--- src/rtl/opc5ls_bus_arbiter.sv ---
// Shares one request/acknowledge memory port between two opc5ls cores.
// Each core is stalled through its clken until its access completes. Read data is returned on a registered per-core din.
module opc5ls_bus_arbiter #(
  parameter int FIXED_PRIO = 0
) (
  input  logic        clk,
  input  logic        reset_b,
  input  logic        cpu0_vpa,
  input  logic        cpu0_vda,
  input  logic        cpu0_rnw,
  input  logic [15:0] cpu0_address,
  input  logic [15:0] cpu0_dout,
  output logic [15:0] cpu0_din,
  output logic        cpu0_clken,
  input  logic        cpu1_vpa,
  input  logic        cpu1_vda,
  input  logic        cpu1_rnw,
  input  logic [15:0] cpu1_address,
  input  logic [15:0] cpu1_dout,
  output logic [15:0] cpu1_din,
  output logic        cpu1_clken,
  output logic        mem_req,
  output logic        mem_rnw,
  output logic [15:0] mem_addr,
  output logic [15:0] mem_wdata,
  input  logic [15:0] mem_rdata,
  input  logic        mem_ack
);

  typedef enum logic [1:0] {
    ST_IDLE = 2'd0,
    ST_BUSY = 2'd1,
    ST_DONE = 2'd2
  } state_t;

  state_t      state_q, state_d;
  logic        owner_q, owner_d;
  logic        last_grant_q, last_grant_d;
  logic        mem_req_q, mem_req_d;
  logic        mem_rnw_q, mem_rnw_d;
  logic [15:0] mem_addr_q, mem_addr_d;
  logic [15:0] mem_wdata_q, mem_wdata_d;
  logic [15:0] din0_q, din0_d;
  logic [15:0] din1_q, din1_d;
  logic        req0_s, req1_s, winner_s;

  assign req0_s = cpu0_vpa | cpu0_vda;
  assign req1_s = cpu1_vpa | cpu1_vda;

  // Choose the core to grant from the idle state; ties resolved by mode.
  always_comb begin
    winner_s = 1'b0;
    if (req0_s && req1_s) begin
      if (FIXED_PRIO != 0) begin
        winner_s = 1'b0;
      end else begin
        winner_s = ~last_grant_q;
      end
    end else if (req1_s) begin
      winner_s = 1'b1;
    end else begin
      winner_s = 1'b0;
    end
  end

  // Next-state and next-register values of the access sequencer.
  always_comb begin
    state_d      = state_q;
    owner_d      = owner_q;
    last_grant_d = last_grant_q;
    mem_req_d    = mem_req_q;
    mem_rnw_d    = mem_rnw_q;
    mem_addr_d   = mem_addr_q;
    mem_wdata_d  = mem_wdata_q;
    din0_d       = din0_q;
    din1_d       = din1_q;
    case (state_q)
      ST_IDLE: begin
        if (req0_s || req1_s) begin
          state_d     = ST_BUSY;
          owner_d     = winner_s;
          mem_req_d   = 1'b1;
          mem_rnw_d   = winner_s ? cpu1_rnw : cpu0_rnw;
          mem_addr_d  = winner_s ? cpu1_address : cpu0_address;
          mem_wdata_d = winner_s ? cpu1_dout : cpu0_dout;
        end else begin
          state_d = ST_IDLE;
        end
      end
      ST_BUSY: begin
        if (mem_ack) begin
          state_d   = ST_DONE;
          mem_req_d = 1'b0;
          // Only a read owned by a core may update that core's din.
          if (mem_rnw_q && owner_q) begin
            din1_d = mem_rdata;
          end else if (mem_rnw_q) begin
            din0_d = mem_rdata;
          end else begin
            din0_d = din0_q;
          end
        end else begin
          state_d = ST_BUSY;
        end
      end
      ST_DONE: begin
        state_d      = ST_IDLE;
        last_grant_d = owner_q;
      end
      default: begin
        state_d   = ST_IDLE;
        mem_req_d = 1'b0;
      end
    endcase
  end

  // State and datapath registers; last_grant resets to 1 so cpu0 wins the first tie.
  always_ff @(posedge clk or negedge reset_b) begin
    if (!reset_b) begin
      state_q      <= ST_IDLE;
      owner_q      <= 1'b0;
      last_grant_q <= 1'b1;
      mem_req_q    <= 1'b0;
      mem_rnw_q    <= 1'b1;
      mem_addr_q   <= 16'h0000;
      mem_wdata_q  <= 16'h0000;
      din0_q       <= 16'h0000;
      din1_q       <= 16'h0000;
    end else begin
      state_q      <= state_d;
      owner_q      <= owner_d;
      last_grant_q <= last_grant_d;
      mem_req_q    <= mem_req_d;
      mem_rnw_q    <= mem_rnw_d;
      mem_addr_q   <= mem_addr_d;
      mem_wdata_q  <= mem_wdata_d;
      din0_q       <= din0_d;
      din1_q       <= din1_d;
    end
  end

  assign cpu0_clken = ~req0_s | ((state_q == ST_DONE) & ~owner_q);
  assign cpu1_clken = ~req1_s | ((state_q == ST_DONE) & owner_q);
  assign cpu0_din   = din0_q;
  assign cpu1_din   = din1_q;
  assign mem_req    = mem_req_q;
  assign mem_rnw    = mem_rnw_q;
  assign mem_addr   = mem_addr_q;
  assign mem_wdata  = mem_wdata_q;

endmodule

--- config.mk ---
export PLATFORM = sky130hd
export DESIGN_NAME = opc5ls_bus_arbiter
export DESIGN_NICKNAME = d
export VERILOG_FILES = /design/src/rtl/opc5ls_bus_arbiter.sv
export SDC_FILE = /design/constraint.sdc
export NUM_CORES = 1
export LEC_CHECK = 0
export ABC_AREA = 1
export BUFFER_PORTS_ARGS = -buffer_cell sky130_fd_sc_hd__buf_2
export CORE_UTILIZATION = 51
export DETAILED_ROUTE_END_ITERATION = 8
export PLACE_DENSITY = 0.94
export SYNTH_ARGS = -nofsm -noshare
export SYNTH_HDL_FRONTEND = slang
export SYNTH_SLANG_ARGS = --single-unit
--- constraint.sdc ---
create_clock -name clk -period 3.3 [get_ports clk]
set_input_delay 0.165 -clock clk [delete_from_list [all_inputs] [get_ports clk]]
set_output_delay 0.165 -clock clk [all_outputs]
set_load 0.01 [all_outputs]
==> metrics.yaml, run 1 <==
final_layout:
  antenna-diode-count: 0
  finish.utilization_pct: 67.8
  syn2layout_area_growth_pct: 26.8
  layout_cell_share_with_drive_strength_beyond_1_pct: 31.3
  fin_nets: 685
clock_tree:
  cts-root-buf: "sky130_fd_sc_hd__clkbuf_8"
  clkSlewWorstSetupHoldPaths_ns: 0.07
  clock_latency_ns: 0.34
  clock_tree.htree_level_count: 3
  cts-buffers-inserted: 9
  cts_setup_buffers: 0
  holdBufCountCts: 0
  cts-root-to-sink-buffers: 2
  cts.sinks: 70
  cts_tree: "yes"
  post_cts_resized: 0
global_routing:
  gr-total-overflow: 0
  grt_start_max_net_pins: 71
  initial_antenna_violation_count: 0
  global_route_total_usage_across_every_layer_pct: 25.6
  via_count_of_the_first_global_routing_pass: 3245
  grt_pass1_wl_um: 14400
critical_path:
  critical_path.cell_chain: "inv_1, nor3_4, o21ai_0"
  data_arrival_time_of_the_worst_path_ns: 2.04
  cp.buffers_inverters: 1
  rr_worst_depth: 3
  crit_family: "simple AND/OR/NAND/NOR gates"
  critical_path_required_ns: 3.47
  path_depth: 3
  criticalPathCategory: "reg -> reg"
  crit_path_top_delay_cell: "sky130_fd_sc_hd__nor3_4"
  worst_setup_path_start_kind: "flop"
  path_max_fanout: 32
  endpoint_kind: "flop"
  largest_stage_delay_on_the_critical_path_ns: 0.80
synthesis:
  synth.yosys.seq_area_share_pct: 51.1
  ys.warnings.count: 0
  synth.net_count: 538
  synth.ff_latch_count: 70
  syn_avg_cell_area_sq_um: 7.65
  yosysUniqueCellTypes: 24
  netlist_area_sq_um: 3430
  synth_cells: 449
drt:
  wl_um: 8480
  detail-route-antenna-nets: 0
  route.detailed.wl_per_inst_um: 12.5
  vias_per_cell: 5.08
  remaining_drc_errors: 22
  vias: 3445
  first_iter_violations: 184
  detailedRoute.firstPassIterationCount: 7
status:
  outcome: "finished, violations left"
  failing_checks: "DRC"
sta:
  post-route-period-util_pct: 56.9
  fin_skew_ns: 0.00656
  timing_hold_violations_final: 0
  final-max-slew-violation-count: 0
  clock.fmax_ghz: 0.533
  tightest_slew_ns: 0.979
  grt_setup_unrepaired: "false"
  setup_viol: 0
  fin_setup_tns_ns: 0
  post-route-min-period_ns: 1.88
  timing.max_slew.rel_slack_pct: 34.6
power:
  cellPowerDensity_nw_per_um2: 866
  p_sw_share_pct: 42.5
  p_clk_share_pct: 15.4
  cell_internal_power_mw: 2.17
  fin_total_pwr_mw: 3.77
  power_frac_seq_pct: 41.1
  static-leakage-power_nw: 2.65
  vdd_drop_max_uv: 437
  combPwrFrac_pct: 43.5
  total_switching_power_mw: 1.60
placed_design:
  port_buffers: 156
  detailed_place_hpwl_um: 6070
  gpl.final_weighted_congestion: 0.818
die:
  pin_count: 157
  die-area_sq_um: 7070
  core_region_area_sq_um: 6420
  floorplan.die.width_um: 84.1
  fp.dieH_um: 84.1
  initial_utilization_pct: 53.5
  floorplan.rows: 29
hold_path:
  hold_path.class: "in -> async"
job:
  maxCapViolCount: 0
## metal layers
| layer | share of wire (%) | track usage, % | wire [um] | vias up |
|---|---|---|---|---|
| li1 | - | - | - | 1655 |
| met1 | 42 | 31.8 | 3520 | 1576 |
| met2 | 48 | 42.5 | 4030 | 192 |
| met3 | 8.3 | 5.34 | 704 | 22 |
| met4 | 2.6 | 11.9 | 224 | 0 |
| met5 | 0 | 0 | 0 | - |
## cells in the final DEF, fill, tap and decap left out
cell and n:
sky130_fd_sc_hd__a21oi_4 1, sky130_fd_sc_hd__buf_2 156, sky130_fd_sc_hd__buf_4 1, sky130_fd_sc_hd__clkbuf_8 9
sky130_fd_sc_hd__clkinv_2 5, sky130_fd_sc_hd__clkinv_4 1, sky130_fd_sc_hd__clkinvlp_4 1, sky130_fd_sc_hd__dfrtp_1 68
sky130_fd_sc_hd__dfstp_2 2, sky130_fd_sc_hd__inv_1 85, sky130_fd_sc_hd__inv_2 3, sky130_fd_sc_hd__nand2_1 157
sky130_fd_sc_hd__nand2_2 1, sky130_fd_sc_hd__nand3_1 66, sky130_fd_sc_hd__nand3_2 2, sky130_fd_sc_hd__nand3_4 1
sky130_fd_sc_hd__nor2_1 1, sky130_fd_sc_hd__nor2_2 2, sky130_fd_sc_hd__nor2_4 1, sky130_fd_sc_hd__nor3_4 1
sky130_fd_sc_hd__o21ai_0 34, sky130_fd_sc_hd__o21ai_1 1, sky130_fd_sc_hd__o21ai_4 1, sky130_fd_sc_hd__o22ai_1 1
## stage by stage
step                      setup WS (ns)  area [sq um]  hold slack, ns  std cells
after floorplan                    2.05          3430          -0.131        449
after global placement             1.33          4190           0.384        662
after detailed placement           1.27          4190           0.395        662
after CTS                          1.42          4360          0.0345        678
after global routing               1.22          4360          0.0495        678
final                              1.42          4360          0.0230        678
## final timing paths
| check | startpoint | end | slack [ns] |
|---|---|---|---|
| max | mem_rnw | cpu0_din[8] | 1.42 |
| min | reset_b | cpu0_din[4] | 0.02 |
| max reg2reg | mem_rnw | cpu0_din[8] | 1.42 |
| min reg2reg | mem_wdata[0] | mem_wdata[0] | 0.48 |
| max in group asynchronous | reset_b | mem_addr[5] | 2.71 |
| min in group clk | mem_rdata[9] | cpu0_din[9] | 0.05 |
## Yosys cell counts, drive strengths merged
cell type	number	area share, %
nor2	4	0.80
dfrtp	68	50
dfstp	2	1.5
o21ai	36	5.6
clkbuf	3	0.36
a21oi	1	0.47
nand3	69	11
o22ai	1	0.18
buf	18	3.4
nor3	1	0.47
inv	88	9.6
nand2	158	17
## kinds of logic after synthesis
group	after synthesis	synth area share, %
AOI/OAI and AO/OA	38	6.23
buffers and inverters	109	13.4
DFF	70	51.1
and+or+nand+nor	232	29.3
## power by group through the flow
stage	combinational, mW	clock (mW)	sequential [mW]
floorplan	0.838	0	1.72
global placement	1.59	0	1.54
detailed placement	1.66	0	1.55
CTS	1.65	0.601	1.55
global route	1.85	0.631	1.59
finish	1.64	0.581	1.55
## registers in the layout, indices dropped and copies added (netlist names)
register	count
mem_wdata	16
mem_req	1
mem_rnw	1
cpu0_din	16
state_q	2
mem_addr	16
cpu1_din	16
owner_q	1
last_grant_q	1
## cell type report
cell class                      instances  area [sq um]
Fill cell                             509          2070
Sequential cell                        70          1750
Multi-Input combinational cell        270          1220
Timing Repair Buffer                  157           788
Inverter                               88           330
Clock buffer                            9           124
Tap cell                               77          96.3
Clock inverter                          7          41.3
No activity file was read; power rests on OpenSTA's default activity.
==> inputs of run 2 (changes only) <==
--- a/config.mk
+++ b/config.mk
@@ -5,11 +5,11 @@
 export SDC_FILE = /design/constraint.sdc
 export NUM_CORES = 1
 export LEC_CHECK = 0
-export ABC_AREA = 1
+export ABC_AREA = 0
 export BUFFER_PORTS_ARGS = -buffer_cell sky130_fd_sc_hd__buf_2
-export CORE_UTILIZATION = 51
+export CORE_UTILIZATION = 41
 export DETAILED_ROUTE_END_ITERATION = 8
-export PLACE_DENSITY = 0.94
+export PLACE_DENSITY = 0.84
 export SYNTH_ARGS = -nofsm -noshare
 export SYNTH_HDL_FRONTEND = slang
 export SYNTH_SLANG_ARGS = --single-unit
==> constraint.sdc (replaced) <==
create_clock -name clk -period 1.65 [get_ports clk]
set_input_delay 0.0825 -clock clk [delete_from_list [all_inputs] [get_ports clk]]
set_output_delay 0.0825 -clock clk [all_outputs]
set_load 0.01 [all_outputs]
==> run 2 against run 1 <==
  * The flow now finishes without violations
  * Wire length grew 5.5%
  * Via count shrank 12%
  * Utilization shrank 5.3 points
  * Worst hold slack lost 0.0081 ns
  * First-iteration DRC count shrank 30%
  * Synthesized cell count shrank 37%
  * Sequential cell count is the same
  * Highest routed layer unchanged
  * Area after synthesis shrank 7.5%
  * Global-route usage shrank 2.8 points
  * Clock skew shrank 0.00073 ns
  * Sequential share of layout area shrank 2.2 points
  * Maximum frequency grew 26%
  * Critical path type unchanged
==> metrics.yaml, run 2 <==
critical_path:
  data_arrival_time_of_the_worst_path_ns: 1.71  # was 2.04 ns
  path_max_fanout: 16  # was 32
  endpoint_kind: "flop"  # unchanged
  crit_path_top_delay_cell: "sky130_fd_sc_hd__dfrtp_1"  # was sky130_fd_sc_hd__nor3_4
  critical_path.cell_chain: "and3b_1, and3b_1, buf_12, mux2_2"  # was inv_1, nor3_4, o21ai_0
  largest_stage_delay_on_the_critical_path_ns: 0.39  # was 0.80 ns
  critical_path_required_ns: 1.87  # was 3.47 ns
  worst_setup_path_start_kind: "flop"  # unchanged
  worst_path_most_repeated_cell: "sky130_fd_sc_hd__and3b_1"
  criticalPathCategory: "reg -> reg"  # unchanged
synthesis:
  synth_top_cell_by_area: "sky130_fd_sc_hd__dfrtp_1"  # unchanged
  yosysMostFrequentCell: "sky130_fd_sc_hd__dfrtp_1"  # was sky130_fd_sc_hd__nand2_1
  synth.net_count: 373  # was 538
  synth_cells: 284  # was 449
  synth.yosys.seq_area_share_pct: 55.2  # was 51.1%
  yosysUniqueCellTypes: 22  # was 24
  yosysTopAreaCellShare_pct: 53.5  # was 49.5%
  netlist_top_cells_area: "sky130_fd_sc_hd__dfrtp_1 54%, sky130_fd_sc_hd__mux2_2 11%, sky130_fd_sc_hd__nand3b_1 8.0%"  # was sky130_fd_sc_hd__dfrtp_1 50%, sky130_fd_sc_hd__nand2_1 17%, sky130_fd_sc_hd__nand3_1 9.6%
  synth-main-ff-cell: "sky130_fd_sc_hd__dfrtp_1"  # unchanged
  netlist_area_sq_um: 3180  # was 3430 sq um
  async_reset_ff_share_pct: 100  # unchanged
  yosys-top-cells-count: "68 x sky130_fd_sc_hd__dfrtp_1, 36 x sky130_fd_sc_hd__o21ai_0, 34 x sky130_fd_sc_hd__nand3b_1, 33 x sky130_fd_sc_hd__a21oi_1, 33 x sky130_fd_sc_hd__a31oi_1"  # was 157 x sky130_fd_sc_hd__nand2_1, 85 x sky130_fd_sc_hd__inv_1, 68 x sky130_fd_sc_hd__dfrtp_1, 66 x sky130_fd_sc_hd__nand3_1, 34 x sky130_fd_sc_hd__o21ai_0
  synth.ff_latch_count: 70  # unchanged
  syn_avg_cell_area_sq_um: 11.2  # was 7.65 sq um
  ys.warnings.count: 0  # unchanged
  synth-edff-count: 0  # unchanged
power:
  cellPowerDensity_nw_per_um2: 1750  # was 866 nW/um^2
  p_clk_share_pct: 18.1  # was 15.4%
  vdd_drop_max_uv: 611  # was 437 uV
  static-leakage-power_nw: 2.14  # was 2.65 nW
  power_frac_seq_pct: 38.1  # was 41.1%
  combPwrFrac_pct: 43.8  # was 43.5%
  p_sw_share_pct: 36.8  # was 42.5%
  total_switching_power_mw: 2.97  # was 1.60 mW
  cell_internal_power_mw: 5.10  # was 2.17 mW
  fin_total_pwr_mw: 8.08  # was 3.77 mW
sta:
  timing_hold_violations_final: 0  # unchanged
  post-route-min-period_ns: 1.49  # was 1.88 ns
  tightest_slew_ns: 0.690  # was 0.979 ns
  timing.max_slew.rel_slack_pct: 54.0  # was 34.6%
  post-route-period-util_pct: 90.4  # was 56.9%
  final-max-slew-violation-count: 0  # unchanged
  grt_setup_unrepaired: "false"  # unchanged
  clock.fmax_ghz: 0.670  # was 0.533 GHz
  fin_setup_tns_ns: 0  # unchanged
  fin_skew_ns: 0.00583  # was 0.00656 ns
  setup_viol: 0  # unchanged
clock_tree:
  holdBufCountCts: 28  # was 0
  cts_tree: "yes"  # unchanged
  clock_latency_ns: 0.34  # about the same
  clock_tree.htree_level_count: 3  # unchanged
  post_cts_resized: 0  # unchanged
  cts-buffers-inserted: 9  # unchanged
  cts_setup_buffers: 0  # unchanged
  cts-root-buf: "sky130_fd_sc_hd__clkbuf_8"  # unchanged
  cts.sinks: 70  # unchanged
  clkSlewWorstSetupHoldPaths_ns: 0.07  # about the same
  cts-root-to-sink-buffers: 2  # unchanged
global_routing:
  grt_pass1_wl_um: 14600  # was 14,400 um
  initial_antenna_violation_count: 0  # unchanged
  global_route_total_usage_across_every_layer_pct: 22.8  # was 25.6%
  grt_start_max_net_pins: 42  # was 71
  gr-total-overflow: 0  # unchanged
  via_count_of_the_first_global_routing_pass: 2978  # was 3,245
hold_path:
  hold_path.class: "in -> reg"  # was in -> async
placed_design:
  port_buffers: 156  # unchanged
  detailed_place_hpwl_um: 6250  # was 6070 um
  placed_instance_area_sq_um: 4120  # was 4190 sq um
  gpl.final_weighted_congestion: 0.785  # was 0.818
drt:
  detail-route-antenna-nets: 0  # unchanged
  vias: 3015  # was 3,445
  detailedRoute.firstPassIterationCount: 6  # was 7
  vias_per_cell: 5.29  # was 5.08
  wl_um: 8940  # was 8480 um
  first_iter_violations: 129  # was 184
  route.detailed.wl_per_inst_um: 15.7  # was 12.5 um
  remaining_drc_errors: 0  # was 22
die:
  floorplan.rows: 31  # was 29
  pin_count: 157  # unchanged
  die-area_sq_um: 8110  # was 7070 sq um
  initial_utilization_pct: 43.1  # was 53.5%
  fp.dieH_um: 90.0  # was 84.1 um
  core_region_area_sq_um: 7370  # was 6420 sq um
  floorplan.die.width_um: 90.0  # was 84.1 um
job:
  maxCapViolCount: 0  # unchanged
final_layout:
  n_fill_cell: 601  # was 509
  layout_common_cells: "156 x sky130_fd_sc_hd__buf_2, 68 x sky130_fd_sc_hd__dfrtp_1, 36 x sky130_fd_sc_hd__o21ai_0"  # was 157 x sky130_fd_sc_hd__nand2_1, 156 x sky130_fd_sc_hd__buf_2, 85 x sky130_fd_sc_hd__inv_1
  postLayoutCellArea_sq_um: 4610  # was 4360 sq um
  fin_nets: 556  # was 685
  syn2layout_area_growth_pct: 45.0  # was 26.8%
  antenna-diode-count: 0  # unchanged
  mostFrequentLayoutCell: "sky130_fd_sc_hd__buf_2"  # was sky130_fd_sc_hd__nand2_1
  layout_cell_share_with_drive_strength_beyond_1_pct: 47.8  # was 31.3%
status:
  outcome: "finished clean"  # was finished, violations left
run 2: layout make-up:
| class | instances | area [sq um] | area share [%] |
|---|---|---|---|
| well taps | 99 | 124 | 2.69 |
| clock buffers | 9 | 124 | 2.69 |
| flip-flops and latches | 70 | 1750 | 38.1 |
| repair buffers | 199 | 1220 | 26.6 |
| multi-input cells | 187 | 1290 | 28.1 |
| clock inverters | 6 | 87.6 | 1.90 |
run 2: path summary, 6_finish.rpt:
path | endpoint | start | depth (start not counted) | slack (ns)
worst max-delay path | cpu0_din[2] | state_q[1] | 4 | 0.16
worst min-delay path | mem_addr[9] | cpu0_address[9] | 3 | 0.01
worst max register to register | cpu0_din[2] | state_q[1] | 4 | 0.16
worst min register to register | last_grant_q | last_grant_q | 2 | 0.48
max in group asynchronous | mem_addr[0] | reset_b | 3 | 0.81
min in group asynchronous | mem_wdata[11] | reset_b | 2 | 0.25
run 2: stage by stage:
step	utilization, %	hold slack, ns	setup slack [ns]	cells
2_1_floorplan	-	-0.213	0.0200	284
3_3_place_gp	55.9	0.0573	0.214	527
3_5_place_dp	55.9	0.0638	0.150	527
4_1_cts	62.5	0.000256	0.122	570
5_1_grt	62.5	0.00280	0.0657	570
6_report	62.5	0.0149	0.158	570
run 2: worst max-delay path, delay by kind of cell (launching register included):
| family | cells | cell delay, ns |
|---|---|---|
| mux | 1 | 0.35 |
| flops | 1 | 0.39 |
| simple gates | 2 | 0.47 |
| buf+inv | 1 | 0.17 |
run 2: routing by layer:
metal / wire length [um] / GRT usage [%] / share of wire [%]
met5: 0 / 0 / 0
met4: 127 / 8.20 / 1.4
met3: 578 / 4.31 / 6.5
met2: 4460 / 39.0 / 50
met1: 3780 / 28.6 / 42
run 2: cell families after synthesis:
logic type             share of synthesized area (%)
AOI/OAI and AO/OA                               18.2
buffers and inverters                           4.49
muxes                                           11.3
DFF                                             55.2
and+or+nand+nor                                 10.8
run 2: power groups by stage:
stage               sequential [mW]  clock [mW]  combinational (mW)
finish                         3.08        1.46                3.54
global route                   3.18        1.61                3.85
CTS                            3.07        1.52                3.55
detailed placement             3.09           0                3.51
global placement               3.04           0                3.39
floorplan                      3.47           0                1.67
